`config.mk`:
```
export PLATFORM = sky130hd
export DESIGN_NAME = bullet_engine
export DESIGN_NICKNAME = d
export VERILOG_FILES = /design/src/rtl/tank_pkg.sv /design/src/rtl/bullet_step.sv /design/src/rtl/bullet_engine.sv
export SDC_FILE = /design/constraint.sdc
export NUM_CORES = 2
export LEC_CHECK = 0
export CORE_UTILIZATION = 30
export CTS_CLUSTER_DIAMETER = 80
export CTS_CLUSTER_SIZE = 14
export DETAILED_ROUTE_END_ITERATION = 10
export GPL_ROUTABILITY_DRIVEN = 0
export PLACE_DENSITY_LB_ADDON = 0.2
export RECOVER_POWER = 25
export SETUP_SLACK_MARGIN = 0.02
export SLEW_MARGIN = 10
export SYNTH_ARGS = -nofsm -noshare
export SYNTH_HDL_FRONTEND = slang
export SYNTH_SLANG_ARGS = --single-unit
export TNS_END_PERCENT = 10
```
`constraint.sdc`:
```
create_clock -name CLK -period 6.51 [get_ports CLK]
set_input_delay 1.302 -clock CLK [delete_from_list [all_inputs] [get_ports CLK]]
set_output_delay 1.302 -clock CLK [all_outputs]
set_load 0.01 [all_outputs]
```
`src/rtl/tank_pkg.sv`:
```
// Shared bullet/tank types: bullet_t slot layout, dir_e turret directions,
// dir_to_delta() unit-step lookup and the exclusive screen bounds H_MAX/V_MAX.
package tank_pkg;

  localparam int H_MAX = 640;
  localparam int V_MAX = 480;

  typedef enum logic [2:0] {
    DIR_U  = 3'd0,
    DIR_UR = 3'd1,
    DIR_R  = 3'd2,
    DIR_DR = 3'd3,
    DIR_D  = 3'd4,
    DIR_DL = 3'd5,
    DIR_L  = 3'd6,
    DIR_UL = 3'd7
  } dir_e;

  typedef struct packed {
    logic [2:0] rsvd;
    logic [9:0] y;
    logic [9:0] x;
    logic [4:0] life;
    dir_e       dir;
    logic       valid;
  } bullet_t;

  typedef struct packed {
    logic signed [1:0] dx;
    logic signed [1:0] dy;
  } delta_t;

  // Screen y grows downward, so "up" is dy = -1.
  function automatic delta_t dir_to_delta(dir_e d);
    delta_t r;
    unique case (d)
      DIR_U:  r = '{dx: 2'sb00, dy: 2'sb11};
      DIR_UR: r = '{dx: 2'sb01, dy: 2'sb11};
      DIR_R:  r = '{dx: 2'sb01, dy: 2'sb00};
      DIR_DR: r = '{dx: 2'sb01, dy: 2'sb01};
      DIR_D:  r = '{dx: 2'sb00, dy: 2'sb01};
      DIR_DL: r = '{dx: 2'sb11, dy: 2'sb01};
      DIR_L:  r = '{dx: 2'sb11, dy: 2'sb00};
      DIR_UL: r = '{dx: 2'sb11, dy: 2'sb11};
      default: r = '0;
    endcase
    return r;
  endfunction

endpackage

```
`src/rtl/bullet_step.sv`:
```
// One-frame bullet update: cur -> nxt (move, age, retire or bounce).
// Macro BULLET_BOUNCE_EN: screen edges reflect instead of killing.
module bullet_step
  import tank_pkg::*;
#(
  parameter int SPEED = 4
) (
  input  bullet_t cur,
  output bullet_t nxt
);

  localparam logic [10:0] SPD = 11'(SPEED);

  delta_t      d;
  logic [10:0] sx;
  logic [10:0] sy;
  logic [10:0] nx;
  logic [10:0] ny;
  logic        x_lo;
  logic        x_hi;
  logic        y_lo;
  logic        y_hi;
  logic        dead;
  logic        kill;
  logic [2:0]  fd;

  always_comb begin
    d  = dir_to_delta(cur.dir);
    sx = (d.dx == 2'sb01) ? SPD :
         (d.dx == 2'sb11) ? -SPD : '0;
    sy = (d.dy == 2'sb01) ? SPD :
         (d.dy == 2'sb11) ? -SPD : '0;
    // 11-bit two's complement; bit 10 flags a move past 0.
    nx   = {1'b0, cur.x} + sx;
    ny   = {1'b0, cur.y} + sy;
    x_lo = nx[10];
    x_hi = !nx[10] && (nx[9:0] >= 10'(H_MAX));
    y_lo = ny[10];
    y_hi = !ny[10] && (ny[9:0] >= 10'(V_MAX));
    dead = cur.life <= 5'd1;
    fd   = cur.dir;
    kill = 1'b0;
    nxt  = cur;
    if (cur.valid) begin
      nxt.life = cur.life - 5'd1;
      nxt.x    = nx[9:0];
      nxt.y    = ny[9:0];
`ifdef BULLET_BOUNCE_EN
      if (x_lo) nxt.x = '0;
      if (x_hi) nxt.x = 10'(H_MAX - 1);
      if (y_lo) nxt.y = '0;
      if (y_hi) nxt.y = 10'(V_MAX - 1);
      // 8-d mirrors dx, 4-d mirrors dy (mod 8).
      if (x_lo || x_hi) fd = 3'd0 - fd;
      if (y_lo || y_hi) fd = 3'd4 - fd;
      nxt.dir = dir_e'(fd);
      kill    = dead;
`else
      kill = dead | x_lo | x_hi | y_lo | y_hi;
`endif
      if (kill) nxt = '0;
    end
  end

endmodule

```
`src/rtl/bullet_engine.sv`:
```
// Bullet table for all tanks: fire edge detect, cooldown, spawn, vblank sweep.
// Ports: CLK/Reset_n, frame_tick, clear_all, fire, tank pose -> bullet_array, busy.
module bullet_engine
  import tank_pkg::*;
#(
  parameter int TANK_NUM        = 2,
  parameter int ARRAY_SIZE      = 8,
  parameter int SPEED           = 4,
  parameter int LIFETIME        = 20,
  parameter int COOLDOWN_FRAMES = 8,
  parameter int SPAWN_OFS       = 16
) (
  input  logic                                     CLK,
  input  logic                                     Reset_n,
  input  logic                                     frame_tick,
  input  logic                                     clear_all,
  input  logic [TANK_NUM-1:0]                      fire,
  input  logic [TANK_NUM-1:0][9:0]                 tank_x,
  input  logic [TANK_NUM-1:0][9:0]                 tank_y,
  input  logic [TANK_NUM-1:0][2:0]                 turret_dir,
  output logic [TANK_NUM-1:0][ARRAY_SIZE-1:0][31:0] bullet_array,
  output logic                                     busy
);

  localparam logic [1:0] S_IDLE  = 2'd0;
  localparam logic [1:0] S_SWEEP = 2'd1;
  localparam logic [1:0] S_SPAWN = 2'd2;
  localparam int         KW      = $clog2(ARRAY_SIZE);

  logic [1:0]                         state;
  logic [KW-1:0]                      k;
  logic                               open_st;
  logic [TANK_NUM-1:0]                fire_q;
  logic [TANK_NUM-1:0]                pending;
  logic [TANK_NUM-1:0]                rise;
  logic [TANK_NUM-1:0]                hit;
  logic [TANK_NUM-1:0]                take;
  logic [TANK_NUM-1:0][7:0]           cool;
  logic [TANK_NUM-1:0][KW-1:0]        slot;
  bullet_t [TANK_NUM-1:0][ARRAY_SIZE-1:0] tbl;
  bullet_t [TANK_NUM-1:0]             step_in;
  bullet_t [TANK_NUM-1:0]             step_out;
  bullet_t [TANK_NUM-1:0]             fresh;

  assign bullet_array = tbl;
  assign busy         = state == S_SWEEP;
  assign open_st      = (state == S_IDLE) || (state == S_SPAWN);

  always_comb begin
    rise = fire & ~fire_q;
    for (int t = 0; t < TANK_NUM; t++) begin
      hit[t]  = 1'b0;
      slot[t] = '0;
      for (int s = ARRAY_SIZE - 1; s >= 0; s--) begin
        if (!tbl[t][s].valid) begin
          hit[t]  = 1'b1;
          slot[t] = KW'(s);
        end
      end
      take[t] = open_st && pending[t] &&
                (cool[t] == 8'd0) && hit[t];
      step_in[t] = tbl[t][k];
      fresh[t]   = '{rsvd:  3'd0,
                     y:     tank_y[t] + 10'(SPAWN_OFS),
                     x:     tank_x[t] + 10'(SPAWN_OFS),
                     life:  5'(LIFETIME),
                     dir:   dir_e'(turret_dir[t]),
                     valid: 1'b1};
    end
  end

  for (genvar t = 0; t < TANK_NUM; t++) begin : g_step
    bullet_step #(
      .SPEED(SPEED)
    ) u_step (
      .cur(step_in[t]),
      .nxt(step_out[t])
    );
  end

  always_ff @(posedge CLK or negedge Reset_n) begin
    if (!Reset_n) begin
      state   <= S_IDLE;
      k       <= '0;
      fire_q  <= '0;
      pending <= '0;
      cool    <= '0;
      tbl     <= '0;
    end else begin
      fire_q <= fire;
      // A request seen in IDLE/SPAWN is consumed: spawned or dropped.
      for (int t = 0; t < TANK_NUM; t++) begin
        if (open_st && pending[t]) pending[t] <= 1'b0;
        if (rise[t]) pending[t] <= 1'b1;
      end
      if (clear_all) begin
        state <= S_IDLE;
        k     <= '0;
        cool  <= '0;
        tbl   <= '0;
      end else begin
        unique case (state)
          S_IDLE: begin
            if (frame_tick) begin
              state <= S_SWEEP;
              k     <= '0;
              for (int t = 0; t < TANK_NUM; t++)
                if (cool[t] != 8'd0) cool[t] <= cool[t] - 8'd1;
            end
          end
          S_SWEEP: begin
            for (int t = 0; t < TANK_NUM; t++)
              tbl[t][k] <= step_out[t];
            k <= k + 1'b1;
            if (k == KW'(ARRAY_SIZE - 1)) state <= S_SPAWN;
          end
          S_SPAWN: state <= S_IDLE;
          default: state <= S_IDLE;
        endcase
        for (int t = 0; t < TANK_NUM; t++) begin
          if (take[t]) begin
            tbl[t][slot[t]] <= fresh[t];
            cool[t]         <= 8'(COOLDOWN_FRAMES);
          end
        end
      end
    end
  end

endmodule

```
==> reports/qor.txt <==
largest net degree at the start of global routing: 141
Max-slew headroom: -235%
Final nets: 4,061
Bufs on Longest Clock Path: 3
XOR/XNOR share of the synthesized area: 1.32%
FF+latch count, synth: 537
# IOs: 565
post-DP HPWL: 116,000 µm
port bufs: 564
Net Sw Frac: 40.4%
Period minus WS final: 6.24 ns
failing checks: max-capacitance violations, max-slew violations
worst-path fanout max: 112
# DRC: 0
register area share after synthesis: 43.0%
Arr. time, crit path: 6.74 ns
Switching Power: 4270 µW
hold_sp: fire_q[1]
DP Cell Count: 5,301
endpoints failing hold: 0
most common cell after layout, fill and taps aside: clkdlybuf4s50_1
Area growth syn-to-layout: 27.7%
final setup margin: 0.274 ns
Worst EP required: 7.01 ns
vias in the first global route: 31,518
reg-to-reg critical path startpoint: k[0]
sequential power share: 35.3%
adder and majority gate portion of the synthesized area: 1.62%
CTS tree: done
Logic pwr share: 36.4%
Synth Area in Compound Gates: 25.5%
core region area: 0.103 mm²
Chip Width: 325 µm
FMAX: 0.160 GHz
grt ovf: 0
outcome: complete, but fails checks
Clk Latency, worst-skew pair: 0.62 ns
CP max stage delay: 0.68 ns
Synth Instances: 3,592
TritonCTS Buffers: 48
ys async rst share: 100%
simple-gate area share of the yosys netlist: 18.0%
first-pass GRT wire length: 243,000 µm
total die area: 0.106 mm²
drt total wl: 173,000 µm
initial antenna violation count: 8
most frequent cells in the layout: 560 x clkdlybuf4s50_1, 534 x dfrtp_1, 521 x nor2_1
dominant synthesized flop cell: dfrtp_1
Setup Viol. Count Final: 0
Avg Inst Size Synth: 8.71 µm²
post-synth cell types: 96
Setup TNS: 0 ns
Post-CTS Resized: 0
Syn Std Cell Area: 0.0313 mm²
Max Clock Skew: 0.0236 ns
Internal Power: 6320 µW
Initial Util: 30.2%
H-Tree Depth: 2
Leak: 0.0158 µW
mux cell area share after synthesis: 5.63%
Place WS: 0.495 ns
Slowest cell on crit path: dfrtp_4
vias post-DR: 32,946
cell with the most instances on the worst path: buf_4
number of synthesized flops with an enable pin: 0
footprint of the multi-input gates: 0.0166 mm²
Layout fillers: 10,386
Sinks on Clock Net: 537
post-synth net total: 3,682
max_cap viols: 1
Hold WS: 0.424 ns
Root Driver: clkbuf_16
Initial DRC Count: 3,807
Clk pin slew, worst setup/hold paths: 0.07 ns
Detail Route Antenna Nets: 0
final cell count without fillers: 5,374
pins over their slew limit: 93
height of the die: 325 µm
fraction of the cycle the final worst path needs: 95.8%
Via density: 6.13
drt wl/cell: 32.1 µm
total power: 10,600 µW
hold buffer count at cts: 0
cell row count: 118
Critical Path Start: k[0]
Max VDD drop: 307 µV
critical path class: reg2reg
Clock Power Share: 28.4%
Crit. End Element: register
RSZ-0062 raised after global routing: false
overall routing resource usage: 31.5%
proportion of layout cells with a drive suffix above 1: 9.40%
Worst setup SP type: register
FF/Latch Area: 0.0134 mm²
largest family of logic cells by synthesized area: compound AO/OA/AOI/OAI gates
Slew @ Worst Pin: 5.02 ns
Hold WC Path Type: reg2reg
pwr dens: 265 mW/mm²
postcts setup bufs: 0
Cell Chain, Critical Path: buf_4 > nor2_1 > nand2_2 > buf_4 > o22ai_1 > nor4_1 > buf_4 > ha_1 > o21ai_0 > a21boi_0 > o31ai_1 > a21oi_1 > xnor2_1 > or4_4 > a21oi_4 > buf_12 > o211ai_1 > a211oi_1
synth warn: 0
total iterations of the first detailed-routing run: 5
## layer usage
| metal | global-route usage, % | wire, µm | share of wire [%] |
|---|---|---|---|
| met1 | 40.1 | 67400 | 39 |
| met2 | 50.3 | 79600 | 46 |
| met3 | 7.43 | 16400 | 9.5 |
| met4 | 15.0 | 9200 | 5.3 |
| met5 | 0 | 25 | 0.014 |
## final timing paths
path	slack (ns)	end	cells after the start
max in group asynchronous	0.79	bullet_array[397]	2
worst min-delay path	0.42	pending[1]	1
worst max register to register	0.27	bullet_array[116]	18
min in group asynchronous	2.76	bullet_array[18]	1
worst min register to register	0.42	pending[1]	1
worst max-delay path	0.27	bullet_array[116]	18
## flip-flops by register name (all words and copies together) (netlist names)
register and cells:
k 3, fire_q 2, bullet_array 512, cool 16, state 2, pending 2
## kinds of logic (layout without fill, tap and decap cells)
kind of cell,count (synthesis),after routing
buffers and inverters,383,781
other,0,4
adder cells (fa/ha/maj),38,38
AND/OR/NAND/NOR,1272,1272
XOR/XNOR,47,47
AO/OA/AOI/OAI,1199,1199
multiplexers,116,116
flip-flops,537,537
## cell usage after synthesis (43+ instances only)
cell type  count  share of area (%)
o32ai_1       96                2.7
nor2_1       539                6.5
buf_1         49               0.59
o41ai_1       43                1.2
mux2i_1       43                1.4
a211oi_1     117                2.8
mux4_2        45                3.2
clkbuf_1     260                3.1
nand2_1      354                4.2
nor3_1       162                2.6
o22ai_1       90                1.8
dfrtp_1      537                 43
a21oi_1      414                6.6
o21ai_0      171                2.7
## layout make-up
| cell class | count | share of cell area [%] |
|---|---|---|
| Antenna cell | 4 | 0.0251 |
| Clock buffer | 56 | 3.21 |
| Clock inverter | 13 | 0.498 |
| Inverter | 41 | 0.385 |
| Multi-Input combinational cell | 2672 | 41.5 |
| Sequential cell | 537 | 33.7 |
| Tap cell | 1380 | 4.32 |
| Timing Repair Buffer | 671 | 16.4 |
## critical path, delay by kind of cell (launching register included)
| kind | cells | cell delay, ns |
|---|---|---|
| buf+inv | 4 | 1.37 |
| flops | 1 | 0.68 |
| compound gates | 8 | 1.74 |
| fa+ha+maj | 1 | 0.27 |
| simple gates | 4 | 1.70 |
| xor+xnor | 1 | 0.16 |
## power groups by stage
| stage | sequential, µW | combinational (µW) | clock, µW |
|---|---|---|---|
| 2_1_floorplan | 3750 | 2290 | 0 |
| 3_3_place_gp | 3790 | 3760 | 0 |
| 3_5_place_dp | 3790 | 3770 | 0 |
| 4_1_cts | 3730 | 3790 | 3030 |
| 5_1_grt | 3750 | 4090 | 3120 |
| 6_report | 3740 | 3850 | 3000 |
## per-stage QoR
step | instance area, µm² | util, %
finish | 40000 | 38.6
floorplan | 31300 | -
detailed placement | 38500 | 37.2
CTS | 40000 | 38.6
global route | 39900 | 38.6
global placement | 38500 | 37.2
Power figures use the tool's default switching activity.
